==> src/rtl/data_mem_responder.sv <==
// data_mem_responder: word RAM responder with byte-enable stores and programmable wait states.
module data_mem_responder #(
  parameter int          DEPTH_WORDS = 64,
  parameter logic [31:0] BASE_ADDR   = 32'h0,
  parameter int          WAIT_CYCLES = 1
) (
  input  logic        CLK,
  input  logic        Reset,
  input  logic        req,
  input  logic        we,
  input  logic [31:0] addr,
  input  logic [31:0] wdata,
  input  logic [3:0]  be,
  output logic        ready,
  output logic [31:0] rdata,
  output logic        err,
  output logic        busy
);
  localparam int IDX_W = $clog2(DEPTH_WORDS);
  typedef enum logic [1:0] {IDLE, WAIT, RESP} state_t;
  state_t state, next;
  logic [3:0] cnt;
  logic l_we;
  logic [31:0] l_addr, l_wdata;
  logic [3:0] l_be;
  logic [31:0] mem [DEPTH_WORDS];
  logic accept, a_we, bad;
  logic [31:0] a_addr, off;
  logic [IDX_W-1:0] idx;
  // With no wait states RESP is entered on the accept edge itself, so check the live request there.
  always_comb begin
    accept = state == IDLE && req;
    a_we = state == IDLE ? we : l_we;
    a_addr = state == IDLE ? addr : l_addr;
    off = a_addr - BASE_ADDR;
    bad = |a_addr[1:0] || off >= 32'(DEPTH_WORDS * 4);
    idx = off[IDX_W+1:2];
    next = state == IDLE ? (req ? (WAIT_CYCLES > 0 ? WAIT : RESP) : IDLE) :
           state == WAIT ? (cnt == 4'd1 ? RESP : WAIT) : IDLE;
  end
  assign busy = state != IDLE;
  always_ff @(posedge CLK or posedge Reset) begin
    if (Reset) begin
      state <= IDLE;
      cnt <= '0;
      ready <= 1'b0;
      err <= 1'b0;
      rdata <= '0;
      l_we <= 1'b0;
      l_addr <= '0;
      l_wdata <= '0;
      l_be <= '0;
      for (int i = 0; i < DEPTH_WORDS; i++) mem[i] <= '0;
    end else begin
      state <= next;
      ready <= next == RESP;
      err <= next == RESP && bad;
      rdata <= (next == RESP && !bad && !a_we) ? mem[idx] : '0;
      if (accept) begin
        l_we <= we;
        l_addr <= addr;
        l_wdata <= wdata;
        l_be <= be;
        cnt <= 4'(WAIT_CYCLES);
      end else if (state == WAIT) cnt <= cnt - 4'd1;
      if (state == RESP && l_we && !bad)
        for (int i = 0; i < 4; i++) if (l_be[i]) mem[idx][8*i+:8] <= l_wdata[8*i+:8];
    end
  end
endmodule
==> config.mk <==
export PLATFORM = sky130hd
export DESIGN_NAME = data_mem_responder
export DESIGN_NICKNAME = d
export VERILOG_FILES = /design/src/rtl/data_mem_responder.sv
export SDC_FILE = /design/constraint.sdc
export NUM_CORES = 2
export LEC_CHECK = 0
export ABC_AREA = 0
export BUFFER_PORTS_ARGS = -buffer_cell sky130_fd_sc_hd__buf_2
export CAP_MARGIN = 30
export CELL_PAD_IN_SITES_DETAIL_PLACEMENT = 0
export CELL_PAD_IN_SITES_GLOBAL_PLACEMENT = 1
export CORE_ASPECT_RATIO = 1.4
export CORE_MARGIN = 2
export CORE_UTILIZATION = 55
export DETAILED_ROUTE_END_ITERATION = 7
export MAX_ROUTING_LAYER = met4
export PLACE_DENSITY = 0.81
export RECOVER_POWER = 50
export SLEW_MARGIN = 15
export SYNTH_ARGS = -nofsm -noshare
export SYNTH_HDL_FRONTEND = slang
export SYNTH_SLANG_ARGS = --single-unit
==> constraint.sdc <==
create_clock -name CLK -period 145.4 [get_ports CLK]
set_input_delay 21.81 -clock CLK [delete_from_list [all_inputs] [get_ports CLK]]
set_output_delay 21.81 -clock CLK [all_outputs]
set_load 0.02 [all_outputs]
==> flow_summary.toml <==
[status]
outcome = "finished, violations left"
violations = "max-capacitance violations, max-slew violations"

[synthesis]
ys_top_cells_by_count = "2157 x dfrtp_1, 2008 x mux2_2, 827 x nand2_1"
synth_area_sq_um = 96800
synthArstFlopShare_pct = 100
yosysWarnings = 0
synthTopCellsByArea = "dfrtp_1 56%, mux2_2 23%, o22ai_1 3.3%"
yosys.area.top_type = "dfrtp_1"
syn_area_per_cell_sq_um = 12.8
synth.yosys.seq_area_share_pct = 55.8
synth_most_common_cell = "dfrtp_1"
synth-main-ff-cell = "dfrtp_1"
synth_edf_count = 0
synth_top_area_share_pct = 55.8
ys_seq_elements = 2157
synthCells = 7565
ys_types = 84
syn_nets = 7639

[clocking]
htreeDepth = 4
postCtsHoldBufs = 0
cts-buffers-inserted = 197
tritoncts = "done"
insertion_delay_ns = 0.86
cts_resized = 0
clk_pin_slew_worst_paths_ns = 0.06
cts_sinks = 2157
cts_setup_buffers = 0
clock_tree.buffer_depth = 3
cts-root-buf = "clkbuf_16"

[timing]
fin_crit_ns = 39.42
hold_viol = 0
fin_tns_setup_ns = 0
fmax_mhz = 25.4
tightest_slew_ns = 9.24
layout_worst_path_cycle_share_pct = 27.1
relSlewSlack_pct = -516
maxSlewViolCount = 1663
rsz0062_at_grt = "no"
setup_viol = 0
finClkSkew_ns = 0.0229

[critical_path]
setup.worst_path.end_class = "async pin"
worstPathRequired_ns = 146.41
cp_slowest_cell = "clkbuf_1"
crit_type = "in2async"
cpPeakStageDelay_ns = 6.52
worstPathMaxFanout = 179
crit_top_cell = "clkbuf_1"
crit_chain = "clkbuf_1 -> clkinvlp_2 -> clkbuf_1 -> clkbuf_1 -> clkbuf_1 -> clkbuf_1 -> clkbuf_1 -> buf_12 -> buf_4 -> buf_16"
worst_setup_path_start_kind = "input port"
arrival_ns = 40.43

[drt]
wl_mm = 299
dr.pass1.iters = 6
drc = 0
drtAntennaViolNets = 0
drtIter0Drc = 6457
vias = 65756
routed_via_density = 6.64
avgRoutedWirePerCell_microns = 30.2

[floorplanning]
die_area_sq_um = 179000
coreArea_sq_um = 175000
initial_utilization_pct = 55.2
die_w_microns = 359
num_io_pins = 107
dieHeight_microns = 500
rows = 182

[pwr]
ir_worst_vdd_mv = 0.0191
leakage_nw = 51.0
cellPowerDensity_nw_per_um2 = 17.1

[placement]
placed_cell_area_sq_um = 99200
portBuffers = 106
gp_congestion = 0.849
dp_hpwl_mm = 178

[final_layout]
design_area_sq_um = 105000
layout.nets = 7503
drive_gt1_share_pct = 35.3
syn_to_final_growth_pct = 8.61
fillers = 13997

[global_route]
grt_pass1_wl_mm = 447
globalRoute.totalOverflow = 0
grt_pass1_vias = 67128
gr-usage-all-layers_pct = 34.4
antenna_found_initial = 13
grt_max_degree = 182

[flow_run]
drv_cap = 54

[hold_path]
hp-class = "reg2reg"
metrics by stage:
stage | hold WS (ns) | utilization (%) | power (mW) | setup slack (ns) | std cells
floorplan | 0.446 | - | 1.00 | 62.65 | 7565
global placement | 0.461 | 56.4 | 1.25 | 117.47 | 9503
detailed placement | 0.464 | 56.6 | 1.26 | 117.32 | 9516
CTS | 0.479 | 60.4 | 1.80 | 118.21 | 9876
global route | 0.494 | 60.0 | 1.85 | 102.31 | 9899
finish | 0.474 | 60.0 | 1.80 | 105.98 | 9901
state kept, by name (all words and copies together) (netlist names):
register  flops
ready         1
state         2
l_be          4
err           1
cnt           4
l_we          1
l_wdata      32
l_addr       32
rdata        32
mem        2048
where the power goes:
part	internal, mW	switching (mW)
registers	0.611	0.0217
logic	0.153	0.478
clock network	0.307	0.230
total	1.07	0.729
routing by layer:
metal | global-route usage [%] | share of wire [%] | up-vias
met5 | - | 0 | -
met4 | 16.6 | 5.4 | 0
met3 | 5.50 | 7.1 | 790
met2 | 53.0 | 47 | 2649
met1 | 44.8 | 40 | 34785
li1 | - | - | 27532
cells in the final DEF, fill, tap and decap left out, drive strengths merged, types with 25 or more instances in the layout:
cell | Yosys | routed
and3 | 61 | 61
dfrtp | 2157 | 2157
o22ai | 515 | 515
mux2 | 2059 | 2059
a32o | 45 | 45
a21oi | 35 | 35
o21ai | 83 | 83
o31ai | 34 | 34
buf | 277 | 194
a31oi | 25 | 25
nand3 | 249 | 249
clkinv | 0 | 32
mux2i | 74 | 74
nand2 | 833 | 833
clkbuf | 331 | 390
nor4 | 68 | 68
o221ai | 107 | 107
a211oi | 33 | 33
nor3 | 146 | 146
nor2 | 161 | 161
cell families after synthesis:
family          Yosys count  synth area share [%]
mux                    2133                  24.7
simple gates           1593                  8.86
buf+inv                 618                  2.83
flops                  2157                  55.8
fa+ha+maj                 2                0.0258
compound gates         1060                  7.80
xor+xnor                  2                0.0181
path summary, 6_finish.rpt:
path / depth (start not counted) / slack, ns / startpoint / endpoint
min: 2 / 0.47 / l_addr[31] / l_addr[31]
max in group CLK: 8 / 115.54 / addr[3] / mem[342]
max: 10 / 105.98 / Reset / mem[1291]
max reg2reg: 8 / 136.24 / state[1] / mem[342]
min reg2reg: 2 / 0.47 / l_addr[31] / l_addr[31]
min in group asynchronous: 2 / 21.44 / Reset / mem[1564]
final cells by class:
type                    count  area, sq um  share of cell area, %
clock buffers             311         6020                   5.73
multi-input cells        4790        39600                   37.7
well taps                2300         2880                   2.74
clock inverters            49          604                  0.575
repair buffers            273         1970                   1.87
diodes                     11         27.5                 0.0262
inverters                  10         38.8                 0.0369
flip-flops and latches   2157        54000                   51.4
worst max-delay path: cells and delay by family:
kind,cells,cell delay (ns)
buffers and inverters,10,18.23
Power figures use the tool's default switching activity.
